`src/rtl/multi_cycle_control_if.sv`:
```
`default_nettype none
// ============================================================================
// Module   : multi_cycle_control_if
// Purpose  : Opcode/handshake inputs and control/status outputs of the
//            multi-cycle controller.
// Revision : 1.0 - initial release
// ============================================================================
interface multi_cycle_control_if #(
    parameter int OPW = 6
);
    logic [OPW-1:0] Opcode;
    logic           MemReady;
    logic           PCWrite;
    logic           PCWriteCond;
    logic           IorD;
    logic           MemRead;
    logic           MemWrite;
    logic           IRWrite;
    logic           MemtoReg;
    logic           RegDst;
    logic           RegWrite;
    logic           ALUSrcA;
    logic [1:0]     ALUSrcB;
    logic [1:0]     ALUOp;
    logic [1:0]     PCSource;
    logic [3:0]     State;
    logic           InstrDone;
    logic           Illegal;

    // Controller side: consumes opcode/ready, drives the datapath controls.
    modport master (
        input  Opcode, MemReady,
        output PCWrite, PCWriteCond, IorD, MemRead, MemWrite, IRWrite,
               MemtoReg, RegDst, RegWrite, ALUSrcA, ALUSrcB, ALUOp,
               PCSource, State, InstrDone, Illegal
    );

    modport slave (
        output Opcode, MemReady,
        input  PCWrite, PCWriteCond, IorD, MemRead, MemWrite, IRWrite,
               MemtoReg, RegDst, RegWrite, ALUSrcA, ALUSrcB, ALUOp,
               PCSource, State, InstrDone, Illegal
    );
endinterface
`default_nettype wire

```
`src/rtl/multi_cycle_control.sv`:
```
`default_nettype none
// ============================================================================
// Module   : multi_cycle_control
// Purpose  : Moore FSM sequencing a classic multi-cycle MIPS-style datapath.
// Revision : 1.0 - initial release
// ============================================================================
module multi_cycle_control #(
    parameter int           OPW      = 6,
    parameter logic [OPW-1:0] OP_RTYPE = OPW'(6'b000000),
    parameter logic [OPW-1:0] OP_LW    = OPW'(6'b100011),
    parameter logic [OPW-1:0] OP_SW    = OPW'(6'b101011),
    parameter logic [OPW-1:0] OP_BEQ   = OPW'(6'b000100),
    parameter logic [OPW-1:0] OP_ADDI  = OPW'(6'b001000),
    parameter logic [OPW-1:0] OP_J     = OPW'(6'b000010),
    parameter bit           MEM_WAIT = 1'b1
) (
    input  wire logic               clk,
    input  wire logic               rst,
    multi_cycle_control_if.master   bus
);

    localparam logic [3:0] c_FETCH  = 4'd0;
    localparam logic [3:0] c_DECODE = 4'd1;
    localparam logic [3:0] c_MEMADR = 4'd2;
    localparam logic [3:0] c_MEMRD  = 4'd3;
    localparam logic [3:0] c_MEMWB  = 4'd4;
    localparam logic [3:0] c_MEMWR  = 4'd5;
    localparam logic [3:0] c_EXEC   = 4'd6;
    localparam logic [3:0] c_RWB    = 4'd7;
    localparam logic [3:0] c_BRANCH = 4'd8;
    localparam logic [3:0] c_JUMP   = 4'd9;
    localparam logic [3:0] c_ADDIEX = 4'd10;
    localparam logic [3:0] c_ADDIWB = 4'd11;

    logic [3:0]     r_state;
    logic [3:0]     w_nextState;
    logic [OPW-1:0] r_opcode;
    logic           w_ready;

    logic       w_pcWrite, w_pcWriteCond, w_iorD, w_memRead, w_memWrite;
    logic       w_irWrite, w_memtoReg, w_regDst, w_regWrite, w_aluSrcA;
    logic [1:0] w_aluSrcB, w_aluOp, w_pcSource;
    logic       w_instrDone, w_illegal;

    assign w_ready = MEM_WAIT ? bus.MemReady : 1'b1;

    // State register; opcode captured in DECODE so later states ignore bus changes.
    always_ff @(posedge clk) begin
        if (rst) begin
            r_state  <= c_FETCH;
            r_opcode <= '0;
        end else begin
            r_state <= w_nextState;
            if (r_state == c_DECODE) begin
                r_opcode <= bus.Opcode;
            end
        end
    end

    always_comb begin
        w_nextState = c_FETCH;
        case (r_state)
            c_FETCH:  w_nextState = w_ready ? c_DECODE : c_FETCH;
            c_DECODE: begin
                if (bus.Opcode == OP_LW || bus.Opcode == OP_SW) begin
                    w_nextState = c_MEMADR;
                end else if (bus.Opcode == OP_RTYPE) begin
                    w_nextState = c_EXEC;
                end else if (bus.Opcode == OP_BEQ) begin
                    w_nextState = c_BRANCH;
                end else if (bus.Opcode == OP_ADDI) begin
                    w_nextState = c_ADDIEX;
                end else if (bus.Opcode == OP_J) begin
                    w_nextState = c_JUMP;
                end else begin
                    w_nextState = c_FETCH;
                end
            end
            c_MEMADR: w_nextState = (r_opcode == OP_LW) ? c_MEMRD : c_MEMWR;
            c_MEMRD:  w_nextState = w_ready ? c_MEMWB : c_MEMRD;
            c_MEMWB:  w_nextState = c_FETCH;
            c_MEMWR:  w_nextState = w_ready ? c_FETCH : c_MEMWR;
            c_EXEC:   w_nextState = c_RWB;
            c_RWB:    w_nextState = c_FETCH;
            c_BRANCH: w_nextState = c_FETCH;
            c_JUMP:   w_nextState = c_FETCH;
            c_ADDIEX: w_nextState = c_ADDIWB;
            c_ADDIWB: w_nextState = c_FETCH;
            default:  w_nextState = c_FETCH;
        endcase
    end

    // Outputs are all forced low while rst is high, even before the reset edge.
    always_comb begin
        w_pcWrite     = 1'b0;
        w_pcWriteCond = 1'b0;
        w_iorD        = 1'b0;
        w_memRead     = 1'b0;
        w_memWrite    = 1'b0;
        w_irWrite     = 1'b0;
        w_memtoReg    = 1'b0;
        w_regDst      = 1'b0;
        w_regWrite    = 1'b0;
        w_aluSrcA     = 1'b0;
        w_aluSrcB     = 2'b00;
        w_aluOp       = 2'b00;
        w_pcSource    = 2'b00;
        w_instrDone   = 1'b0;
        w_illegal     = 1'b0;
        if (!rst) begin
            case (r_state)
                c_FETCH: begin
                    w_memRead = 1'b1;
                    w_aluSrcB = 2'b01;
                    w_irWrite = w_ready;
                    w_pcWrite = w_ready;
                end
                c_DECODE: begin
                    w_aluSrcB = 2'b11;
                    w_illegal = !(bus.Opcode == OP_LW   || bus.Opcode == OP_SW  ||
                                  bus.Opcode == OP_RTYPE || bus.Opcode == OP_BEQ ||
                                  bus.Opcode == OP_ADDI || bus.Opcode == OP_J);
                end
                c_MEMADR: begin
                    w_aluSrcA = 1'b1;
                    w_aluSrcB = 2'b10;
                end
                c_MEMRD: begin
                    w_memRead = 1'b1;
                    w_iorD    = 1'b1;
                end
                c_MEMWB: begin
                    w_regWrite  = 1'b1;
                    w_memtoReg  = 1'b1;
                    w_instrDone = 1'b1;
                end
                c_MEMWR: begin
                    w_memWrite  = 1'b1;
                    w_iorD      = 1'b1;
                    w_instrDone = w_ready;
                end
                c_EXEC: begin
                    w_aluSrcA = 1'b1;
                    w_aluOp   = 2'b10;
                end
                c_RWB: begin
                    w_regWrite  = 1'b1;
                    w_regDst    = 1'b1;
                    w_instrDone = 1'b1;
                end
                c_BRANCH: begin
                    w_aluSrcA     = 1'b1;
                    w_aluOp       = 2'b01;
                    w_pcWriteCond = 1'b1;
                    w_pcSource    = 2'b01;
                    w_instrDone   = 1'b1;
                end
                c_JUMP: begin
                    w_pcWrite   = 1'b1;
                    w_pcSource  = 2'b10;
                    w_instrDone = 1'b1;
                end
                c_ADDIEX: begin
                    w_aluSrcA = 1'b1;
                    w_aluSrcB = 2'b10;
                end
                c_ADDIWB: begin
                    w_regWrite  = 1'b1;
                    w_instrDone = 1'b1;
                end
                default: begin
                    w_pcWrite = 1'b0;
                end
            endcase
        end
    end

    assign bus.PCWrite     = w_pcWrite;
    assign bus.PCWriteCond = w_pcWriteCond;
    assign bus.IorD        = w_iorD;
    assign bus.MemRead     = w_memRead;
    assign bus.MemWrite    = w_memWrite;
    assign bus.IRWrite     = w_irWrite;
    assign bus.MemtoReg    = w_memtoReg;
    assign bus.RegDst      = w_regDst;
    assign bus.RegWrite    = w_regWrite;
    assign bus.ALUSrcA     = w_aluSrcA;
    assign bus.ALUSrcB     = w_aluSrcB;
    assign bus.ALUOp       = w_aluOp;
    assign bus.PCSource    = w_pcSource;
    assign bus.InstrDone   = w_instrDone;
    assign bus.Illegal     = w_illegal;
    assign bus.State       = rst ? 4'd0 : r_state;

endmodule
`default_nettype wire

```
`src/flat_wrapper.sv`:
```
// flat-port wrapper written by rule: the top's interface ports become plain ports
module multi_cycle_control_flat 
#(
    parameter int           OPW      = 6,
    parameter logic [OPW-1:0] OP_RTYPE = OPW'(6'b000000),
    parameter logic [OPW-1:0] OP_LW    = OPW'(6'b100011),
    parameter logic [OPW-1:0] OP_SW    = OPW'(6'b101011),
    parameter logic [OPW-1:0] OP_BEQ   = OPW'(6'b000100),
    parameter logic [OPW-1:0] OP_ADDI  = OPW'(6'b001000),
    parameter logic [OPW-1:0] OP_J     = OPW'(6'b000010),
    parameter bit           MEM_WAIT = 1'b1
)
  (clk, rst, bus_Opcode, bus_MemReady, bus_PCWrite, bus_PCWriteCond, bus_IorD, bus_MemRead, bus_MemWrite, bus_IRWrite, bus_MemtoReg, bus_RegDst, bus_RegWrite, bus_ALUSrcA, bus_ALUSrcB, bus_ALUOp, bus_PCSource, bus_State, bus_InstrDone, bus_Illegal);
  multi_cycle_control_if #(.OPW(OPW)) bus_i ();
  input  wire logic clk;
  input  wire logic rst;
  input wire logic [$bits(bus_i.Opcode)-1:0] bus_Opcode;
  input wire logic [$bits(bus_i.MemReady)-1:0] bus_MemReady;
  output wire logic [$bits(bus_i.PCWrite)-1:0] bus_PCWrite;
  output wire logic [$bits(bus_i.PCWriteCond)-1:0] bus_PCWriteCond;
  output wire logic [$bits(bus_i.IorD)-1:0] bus_IorD;
  output wire logic [$bits(bus_i.MemRead)-1:0] bus_MemRead;
  output wire logic [$bits(bus_i.MemWrite)-1:0] bus_MemWrite;
  output wire logic [$bits(bus_i.IRWrite)-1:0] bus_IRWrite;
  output wire logic [$bits(bus_i.MemtoReg)-1:0] bus_MemtoReg;
  output wire logic [$bits(bus_i.RegDst)-1:0] bus_RegDst;
  output wire logic [$bits(bus_i.RegWrite)-1:0] bus_RegWrite;
  output wire logic [$bits(bus_i.ALUSrcA)-1:0] bus_ALUSrcA;
  output wire logic [$bits(bus_i.ALUSrcB)-1:0] bus_ALUSrcB;
  output wire logic [$bits(bus_i.ALUOp)-1:0] bus_ALUOp;
  output wire logic [$bits(bus_i.PCSource)-1:0] bus_PCSource;
  output wire logic [$bits(bus_i.State)-1:0] bus_State;
  output wire logic [$bits(bus_i.InstrDone)-1:0] bus_InstrDone;
  output wire logic [$bits(bus_i.Illegal)-1:0] bus_Illegal;
  assign bus_i.Opcode = bus_Opcode;
  assign bus_i.MemReady = bus_MemReady;
  assign bus_PCWrite = bus_i.PCWrite;
  assign bus_PCWriteCond = bus_i.PCWriteCond;
  assign bus_IorD = bus_i.IorD;
  assign bus_MemRead = bus_i.MemRead;
  assign bus_MemWrite = bus_i.MemWrite;
  assign bus_IRWrite = bus_i.IRWrite;
  assign bus_MemtoReg = bus_i.MemtoReg;
  assign bus_RegDst = bus_i.RegDst;
  assign bus_RegWrite = bus_i.RegWrite;
  assign bus_ALUSrcA = bus_i.ALUSrcA;
  assign bus_ALUSrcB = bus_i.ALUSrcB;
  assign bus_ALUOp = bus_i.ALUOp;
  assign bus_PCSource = bus_i.PCSource;
  assign bus_State = bus_i.State;
  assign bus_InstrDone = bus_i.InstrDone;
  assign bus_Illegal = bus_i.Illegal;
  multi_cycle_control #(.OPW(OPW), .OP_RTYPE(OP_RTYPE), .OP_LW(OP_LW), .OP_SW(OP_SW), .OP_BEQ(OP_BEQ), .OP_ADDI(OP_ADDI), .OP_J(OP_J), .MEM_WAIT(MEM_WAIT)) u_core (.clk(clk), .rst(rst), .bus(bus_i));
endmodule
```
`config.mk`:
```
export PLATFORM = sky130hd
export DESIGN_NAME = multi_cycle_control_flat
export DESIGN_NICKNAME = d
export VERILOG_FILES = /design/src/rtl/multi_cycle_control_if.sv /design/src/rtl/multi_cycle_control.sv /design/src/flat_wrapper.sv
export SDC_FILE = /design/constraint.sdc
export NUM_CORES = 1
export LEC_CHECK = 0
export BUFFER_PORTS_ARGS = -buffer_cell sky130_fd_sc_hd__clkbuf_2
export CAP_MARGIN = 20
export CORE_MARGIN = 2
export CORE_UTILIZATION = 45
export CTS_CLUSTER_SIZE = 28
export DETAILED_ROUTE_END_ITERATION = 10
export PLACE_DENSITY_LB_ADDON = 0.2
export SLEW_MARGIN = 5
export SYNTH_ARGS = -nofsm -noshare
export SYNTH_HDL_FRONTEND = slang
export SYNTH_SLANG_ARGS = --single-unit
```
`constraint.sdc`:
```
create_clock -name clk -period 1.75 [get_ports clk]
set_input_delay 0.35 -clock clk [delete_from_list [all_inputs] [get_ports clk]]
set_output_delay 0.35 -clock clk [all_outputs]
set_load 0.01 [all_outputs]
```
==> qor.txt, run 1 <==
remaining antenna violation count: 0
syn avg cell area: 6.828 um2
Starting Density: 0.4689
Root Driver: clkbuf_4
DRC viols: 0
Clock Power Share: 0.357
clk_skew: 0.004400 ns
worst reg2reg setup slack: 0.23 ns
Routed WL per cell: 13.86 um
area delta synth->final: 55.13%
switch share: 0.2916
clock tree buffer depth: 2
width of the die: 45.95 um
final HPWL from detailed placement: 1.753 mm
final-report hold violation count: 0
slowest stage cell, crit path: or4b_4
Core Util, Final: 0.7274
Iteration-0 DRC Markers: 24
crit path from: u_core.r_state[2]
Synthesis Warnings: 0
Setup WS post-layout: -0.1587 ns
synthesized cell area: 792.0 um2
drt via density: 5.637
Via Count: 1009
initial antenna violation count: 0
diode count: 0
Worst Tran Pin Value: 0.3587 ns
Ports: 31
worst-path cell chain: or4b_4 > nor2_4 > o31ai_1 > nor2_1 > buf_2
critical path required time: 1.40 ns
synthesized instance count: 116
max-cap viol count: 0
reg2reg start: u_core.r_state[2]
Clk Latency, worst-skew pair: 0.27 ns
most frequent cell after synthesis: nor2_1
Clock Sinks: 10
Comb pwr share: 0.240
largest net degree at the start of global routing: 11
share of synthesized registers carrying an async set or reset: 0
cts hold-fix bufs: 0
internal power: 0.0004222 W
Hold Path Class: in -> reg
Port-buffer cells: 30
post-synth top area share: 0.2528
Worst Setup EP: bus_Illegal
core area: 0.001689 mm2
CP Launch Type: flop
TNS Setup: -0.3760 ns
net switching power: 0.0001738 W
row cnt: 15
dpl cells: 171
worst endpoint data arrival time: 1.56 ns
leak pwr: 0.5232 nW
CP endpoint kind: output port
R2R cell count: 5
Final Max Tran Viols: 0
Post-synth EDFFs: 0
upper clock frequency limit: 523.9 MHz
die height: 45.95 um
synthesis-stage register bit count: 10
CTS tree: built
GR Util All Layers: 0.2603
unrepaired setup endpoints after global routing: true
Post-synth top cells: 16 x nor2_1, 14 x a21oi_1, 14 x nand2_1, 10 x dfxtp_1, 8 x nor3_1
clock slew at reported path FFs: 0.07 ns
share of layout cells above drive strength 1: 0.4815
layout net count: 172
PD cells: 485.1 mW/mm2
Reg power frac: 0.403
Synth Net Count: 125
final WL: 2.481 mm
H-tree Lvls: 1
ys flop type: dfxtp_1
post-layout min period: 1.909 ns
status: finished, violations left
Die ar.: 0.002111 mm2
Period Utilization, post-route: 1.091
Cell variety after synth: 35
main area contributors after synthesis: dfxtp_1 25%, a21oi_1 8.8%, nor2_1 7.6%, nand2_1 6.6%, nor3_1 5.1%
critical path class: reg -> out
DR pass1 iterations: 4
final count of negative-setup-slack endpoints: 6
CTS Buf Count: 3
maximum vdd drop: 0.0006144 V
routability cong.: 0.8676
sequential fraction of the synthesis area: 0.2528
critical path's largest stage delay: 0.53 ns
global route total overflow: 0
vias in the first global route: 898
Reg2Reg Capture Point: u_core.r_state[1]
first-pass GRT wire length: 4.029 mm
failing checks: setup timing
area leader, netlist: dfxtp_1
worst-path fanout max: 5
non-filler cells, final: 179
Rel. slew slack: 0.7587
[cell type report]
| cell class | count | area [um2] |
|---|---|---|
| clock buffers | 4 | 36.28 |
| fillers | 132 | 460.4 |
| inverters | 4 | 23.77 |
| multi-input cells | 92 | 614.3 |
| flip-flops and latches | 10 | 206.4 |
| well taps | 17 | 21.27 |
| repair buffers | 52 | 326.6 |
[cell usage in the layout, fill, tap and decap left out, types with 3 or more instances in the layout]
master    count
buf_6         3
nand2_1      13
buf_2         3
nand2b_1      3
nor2_1       12
dfxtp_1       7
nor3_1        6
nor4_1        3
a21oi_1      14
buf_4        19
clkbuf_2     27
o21ai_0       5
clkbuf_4      3
[critical path, delay by kind of cell, from the launching register on]
family	cells	cell delay, ns
buf+inv	1	0.13
flops	1	0.35
simple gates	3	0.73
compound gates	1	0.08
[power by group through the flow]
stage	Combinational [W]	Sequential, W	Clock (W)
after floorplan	0.0000676	0.000245	0
after global placement	0.000119	0.000247	0
after detailed placement	0.000121	0.000247	0
after CTS	0.000136	0.000240	0.000218
after global routing	0.000157	0.000241	0.000225
final	0.000143	0.000240	0.000213
[cell families (layout without fill, tap and decap cells)]
kind of cell    count (synthesis)  after routing  synth area share
simple gates                   56             56            0.3634
compound gates                 33             33            0.2575
buf+inv                        14             60           0.09162
flops                          10             10            0.2528
xor+xnor                        2              2           0.02212
mux                             1              1           0.01264
[worst min-delay path by stage]
stage	startpoint	to	slack, ns	cells past startpoint
6_report	bus_Opcode[1]	u_core.r_opcode[1]	0.38	3
3_5_place_dp	u_core.r_opcode[2]	u_core.r_opcode[2]	0.44	2
2_1_floorplan	u_core.r_opcode[2]	u_core.r_opcode[2]	0.43	2
5_1_grt	bus_Opcode[1]	u_core.r_opcode[1]	0.39	3
3_3_place_gp	u_core.r_opcode[4]	u_core.r_opcode[4]	0.44	2
4_1_cts	bus_Opcode[5]	u_core.r_opcode[5]	0.37	3
[registers in the layout, summed over array words and instances (netlist names)]
register         count
u_core.r_opcode      6
u_core.r_state       4
[layer usage]
metal,up-vias,global-route usage,part of all wire
met1,477,0.3580,0.48
li1,508,-,-
met5,-,0,0
met4,0,0.04571,0
met3,0,0.05159,0.031
met2,24,0.4222,0.49
[through the flow]
| stage | hold slack, ns | area (um2) | power (W) | setup slack [ns] |
|---|---|---|---|---|
| final | 0.3786 | 1229 | 0.0005961 | -0.1587 |
| after global routing | 0.3919 | 1229 | 0.0006226 | -0.2405 |
| after CTS | 0.3661 | 1196 | 0.0005940 | -0.1523 |
| after detailed placement | 0.4436 | 1044 | 0.0003679 | 0.02778 |
| after global placement | 0.4417 | 1044 | 0.0003658 | 0.05822 |
| after floorplan | 0.4311 | 794.5 | 0.0003123 | 0.009537 |
[timing repair]
item	4_1_cts	5_1_grt
pin swaps	4	1
resized for setup	22	12
buffers inserted	4	0
endpoints found under the setup margin	14	17
Power figures use the tool's default switching activity.
==> run 2: changes to the inputs <==
--- a/config.mk
+++ b/config.mk
@@ -8,10 +8,11 @@
 export BUFFER_PORTS_ARGS = -buffer_cell sky130_fd_sc_hd__clkbuf_2
 export CAP_MARGIN = 20
 export CORE_MARGIN = 2
-export CORE_UTILIZATION = 45
+export CORE_UTILIZATION = 42
 export CTS_CLUSTER_SIZE = 28
 export DETAILED_ROUTE_END_ITERATION = 10
 export PLACE_DENSITY_LB_ADDON = 0.2
+export SKIP_LAST_GASP = 1
 export SLEW_MARGIN = 5
 export SYNTH_ARGS = -nofsm -noshare
 export SYNTH_HDL_FRONTEND = slang
==> constraint.sdc (replaced) <==
create_clock -name clk -period 1.65 [get_ports clk]
set_input_delay 0.0825 -clock clk [delete_from_list [all_inputs] [get_ports clk]]
set_output_delay 0.0825 -clock clk [all_outputs]
set_load 0.01 [all_outputs]
==> qor.txt, run 2 (synthesized netlist as in run 1, its figures left out) <==
worst endpoint data arrival time: 1.54 ns
Port-buffer cells: 30
final-report hold violation count: 0
layout net count: 165
clk_skew: 0.002356 ns
Comb pwr share: 0.240
CP Launch Type: flop
Die ar.: 0.002249 mm2
maximum vdd drop: 0.0004135 V
Period Utilization, post-route: 0.9817
Clk Latency, worst-skew pair: 0.25 ns
reg2reg start: u_core.r_state[1]
DRC viols: 0
GR Util All Layers: 0.1967
width of the die: 47.43 um
Clock Sinks: 10
remaining antenna violation count: 0
worst-path fanout max: 3
Hold Path Class: in -> reg
core area: 0.001745 mm2
Final Max Tran Viols: 0
area delta synth->final: 38.39%
upper clock frequency limit: 617.3 MHz
final WL: 2.190 mm
max reg flops: 6
critical path required time: 1.57 ns
clock slew at reported path FFs: 0.06 ns
CTS Buf Count: 3
CTS tree: built
largest net degree at the start of global routing: 21
first-pass GRT wire length: 3.249 mm
Worst Tran Pin Value: 0.4413 ns
row cnt: 15
CP endpoint kind: output port
status: completed
Iteration-0 DRC Markers: 29
net switching power: 0.0001487 W
unrepaired setup endpoints after global routing: true
R2R cell count: 5
commonest non-fill, non-tap cells in the layout: 27 x clkbuf_2, 14 x nor2_1, 14 x nand2_1, 14 x a21oi_1, 11 x buf_4
global route total overflow: 0
largest register by flop count: u_core.r_opcode
TNS Setup: 0 ns
post-layout min period: 1.620 ns
clock tree buffer depth: 2
pre-CTS worst setup slack: 0.2087 ns
Ports: 31
Hold Path Stages: 3
H-tree Lvls: 1
largest registers: u_core.r_opcode (6), u_core.r_state (4)
Clock Power Share: 0.282
Reg power frac: 0.478
max-cap viol count: 0
min-delay src: bus_Opcode[0]
Root Driver: clkbuf_4
share of layout cells above drive strength 1: 0.3766
internal power: 0.0003872 W
WHS: 0.1204 ns
worst reg2reg setup slack: 0.10 ns
initial antenna violation count: 0
Rel. slew slack: 0.7058
vias in the first global route: 763
Starting Density: 0.4538
final count of negative-setup-slack endpoints: 0
Setup WS post-layout: 0.03012 ns
die height: 47.43 um
diode count: 0
fillcell total: 152
Routed WL per cell: 12.23 um
drt via density: 5.525
final HPWL from detailed placement: 1.496 mm
end of the worst hold path: u_core.r_opcode[0]
switch share: 0.2775
commonest non-fill, non-tap cell in the layout: clkbuf_2
Reg2Reg Capture Point: u_core.r_state[1]
PD cells: 488.9 mW/mm2
leak pwr: 0.4726 nW
DR pass1 iterations: 4
critical path class: reg -> out
Via Count: 989
routability cong.: 0.8514
-- run 2: cell count changes in the layout (fill, tap and decap cells not counted), sizes merged --
cell      delta
buf          -7
clkbuf       -1
clkinvlp     -1
inv          +1
-- run 2: power groups by stage --
stage	Clock, W	Sequential (W)	Combinational [W]
floorplan	0	0.000259	0.0000710
global placement	0	0.000260	0.000112
detailed placement	0	0.000261	0.000114
CTS	0.000154	0.000256	0.000119
global route	0.000168	0.000257	0.000142
finish	0.000151	0.000256	0.000129
-- run 2: timing repair --
action / in CTS / in global routing
pin swaps: 2 / 2
setup endpoints to repair: 2 / 10
endpoints found under the hold margin: 0 / 0
resized for setup: 1 / 17
hold buffers: 0 / 0
cloned: 0 / 1
setup buffers: 2 / 5
-- run 2: worst max-delay path by stage --
stage | endpoint | cells after the start | startpoint
2_1_floorplan | bus_Illegal | 6 | u_core.r_state[2]
3_3_place_gp | bus_Illegal | 5 | u_core.r_state[1]
3_5_place_dp | bus_Illegal | 5 | u_core.r_state[1]
4_1_cts | bus_InstrDone | 5 | u_core.r_state[3]
5_1_grt | bus_MemtoReg | 6 | u_core.r_state[2]
6_report | bus_Illegal | 5 | u_core.r_state[1]
-- run 2: area by class of cell --
type | count | area (um2) | share of cell area
Sequential cell | 10 | 201.4 | 0.1838
Multi-Input combinational cell | 92 | 551.8 | 0.5034
Inverter | 4 | 17.52 | 0.01598
Tap cell | 25 | 31.28 | 0.02854
Timing Repair Buffer | 45 | 271.5 | 0.2477
Clock buffer | 3 | 22.52 | 0.02055
-- run 2: through the flow --
| stage | area (um2) | instances | utilization | power [W] |
|---|---|---|---|---|
| 2_1_floorplan | 792.0 | 116 | - | 0.0003305 |
| 3_3_place_gp | 968.4 | 168 | 0.5548 | 0.0003725 |
| 3_5_place_dp | 968.4 | 168 | 0.5548 | 0.0003744 |
| 4_1_cts | 1008 | 173 | 0.5778 | 0.0005289 |
| 5_1_grt | 1096 | 179 | 0.6280 | 0.0005677 |
| 6_report | 1096 | 179 | 0.6280 | 0.0005359 |
-- run 2: routing by layer --
layer / global-route usage / up-vias / share of wire
met2: 0.3081 / 40 / 0.47
li1: - / 497 / -
met1: 0.2844 / 448 / 0.46
met3: 0.03396 / 4 / 0.058
met4: 0.03889 / 0 / 0.011
met5: 0 / - / 0
-- run 2: worst max-delay path, cell delays in order (launching register included) --
cell and delay (ns):
dfxtp_2 0.33, or4b_4 0.56, nor2_4 0.10, o31ai_1 0.08, nor2_1 0.08, buf_2 0.13
==> run 3: changes to the inputs <==
--- a/config.mk
+++ b/config.mk
@@ -5,10 +5,11 @@
 export SDC_FILE = /design/constraint.sdc
 export NUM_CORES = 1
 export LEC_CHECK = 0
+export ABC_AREA = 1
 export BUFFER_PORTS_ARGS = -buffer_cell sky130_fd_sc_hd__clkbuf_2
 export CAP_MARGIN = 20
 export CORE_MARGIN = 2
-export CORE_UTILIZATION = 42
+export CORE_UTILIZATION = 43
 export CTS_CLUSTER_SIZE = 28
 export DETAILED_ROUTE_END_ITERATION = 10
 export PLACE_DENSITY_LB_ADDON = 0.2
==> qor.txt, run 3 <==
largest net degree at the start of global routing: 20
Routed WL per cell: 9.761 um
max-cap viol count: 0
Cell variety after synth: 26
Worst Tran Pin Value: 0.2528 ns
Root Driver: clkbuf_4
Period Utilization, post-route: 0.9500
largest registers: u_core.r_opcode (6), u_core.r_state (4)
commonest non-fill, non-tap cells in the layout: 38 x nor2_1, 34 x nand2_1, 30 x clkbuf_2
Port-buffer cells: 30
Comb pwr share: 0.199
Iteration-0 DRC Markers: 40
Rel. slew slack: 0.8297
CP endpoint kind: output port
leak pwr: 0.5455 nW
share of layout cells above drive strength 1: 0.3068
switch share: 0.2785
sequential fraction of the synthesis area: 0.2481
Starting Density: 0.4624
diode count: 0
Hold Path Class: in -> reg
main area contributors after synthesis: dfxtp_1 25%, nor2_1 18%, nand2_1 16%, inv_1 5.6%, a21oi_1 3.7%
Clock Power Share: 0.365
cts hold-fix bufs: 0
most frequent cell after synthesis: nor2_1
worst-path fanout max: 10
Synthesis Warnings: 0
row cnt: 15
H-tree Lvls: 1
critical path class: reg -> out
synthesized instance count: 143
remaining antenna violation count: 0
TNS Setup: 0 ns
clock slew at reported path FFs: 0.07 ns
area delta synth->final: 27.29%
Final Max Tran Viols: 0
Via Count: 977
Core Util, Final: 0.5885
final count of negative-setup-slack endpoints: 0
post-layout min period: 1.567 ns
Clk Latency, worst-skew pair: 0.26 ns
Clock Sinks: 10
Ports: 31
first-pass GRT wire length: 2.980 mm
GR Util All Layers: 0.1883
routability cong.: 0.8426
final HPWL from detailed placement: 1.566 mm
clock tree buffer depth: 2
share of synthesized registers carrying an async set or reset: 0
layout net count: 186
maximum vdd drop: 0.0005207 V
pre-CTS worst setup slack: 0.3281 ns
ys flop type: dfxtp_1
commonest non-fill, non-tap cell in the layout: nor2_1
Die ar.: 0.002239 mm2
CTS Buf Count: 3
core area: 0.001745 mm2
synthesis-stage register bit count: 10
Storage cell area: 201.4 um2
post-synth top area share: 0.2481
final WL: 1.962 mm
final-report hold violation count: 0
Synth Net Count: 152
Reg power frac: 0.437
WHS: 0.08048 ns
CTS tree: built
width of the die: 47.32 um
Post-synth EDFFs: 0
worst reg2reg setup slack: 0.39 ns
area leader, netlist: dfxtp_1
syn avg cell area: 5.644 um2
synthesized cell area: 807.0 um2
status: completed
internal power: 0.0004330 W
drt via density: 4.861
PD cells: 584.3 mW/mm2
die height: 47.32 um
DRC viols: 0
CP Launch Type: flop
upper clock frequency limit: 638.0 MHz
initial antenna violation count: 0
clk_skew: 0.0009308 ns
max reg flops: 6
fillcell total: 201
Setup WS post-layout: 0.08256 ns
vias in the first global route: 704
DR pass1 iterations: 4
worst endpoint data arrival time: 1.48 ns
net switching power: 0.0001672 W
Post-synth top cells: 39 x nor2_1, 34 x nand2_1, 12 x inv_1, 10 x dfxtp_1
largest register by flop count: u_core.r_opcode
critical path required time: 1.57 ns
multi-input logic area: 510.5 um2
global route total overflow: 0
==> run 3: cell type report <==
type | count | area share
tap | 25 | 0.03045
timing repair buffer | 34 | 0.1754
sequential | 10 | 0.1961
inverter | 18 | 0.06577
multi-input combinational | 110 | 0.4970
clock buffer | 4 | 0.03532
==> run 3: stage by stage <==
step / total power, W / cells / cell area (um2)
after floorplan: 0.0003437 / 143 / 807.0
after global placement: 0.0003772 / 194 / 964.7
after detailed placement: 0.0003786 / 194 / 964.7
after CTS: 0.0005976 / 198 / 1001
after global routing: 0.0006343 / 201 / 1027
final: 0.0006002 / 201 / 1027
==> run 3: power groups by stage <==
stage / clock network, W / logic, W / registers [W]
after floorplan: 0 / 0.0000783 / 0.000265
after global routing: 0.000234 / 0.000137 / 0.000264
after global placement: 0 / 0.000110 / 0.000267
final: 0.000219 / 0.000119 / 0.000262
after detailed placement: 0 / 0.000112 / 0.000267
after CTS: 0.000224 / 0.000112 / 0.000261
==> run 3: logic make-up (layout without fill, tap and decap cells) <==
group	after synthesis	count (layout)	synth area share
compound gates	18	18	0.1271
simple gates	92	92	0.5023
flops	10	10	0.2481
buf+inv	23	56	0.1225
==> run 3: per-layer routing <==
layer	GRT usage	wire length, um
met2	0.2676	853
met4	0.01667	0
met5	0	0
met1	0.2805	932
met3	0.06923	176
==> run 3: worst max-delay path: stages, from the launching register on <==
cell and delay (ns):
dfxtp_1 0.33, inv_2 0.10, nand2_4 0.09, nor2_4 0.25
nand2_1 0.10, nor3_2 0.19, clkbuf_2 0.15
==> run 3: final timing paths <==
path                      startpoint                 end  depth (start not counted)
setup / recovery   u_core.r_state[2]         bus_Illegal                          6
setup reg to reg   u_core.r_state[2]   u_core.r_state[2]                          7
hold / removal         bus_Opcode[3]  u_core.r_opcode[3]                          3
hold reg to reg   u_core.r_opcode[4]  u_core.r_opcode[4]                          2
==> run 3: what timing repair did <==
action                                  CTS  global route
gates resized for setup                   0             2
setup buffers                             0             3
endpoints found under the setup margin    0             4
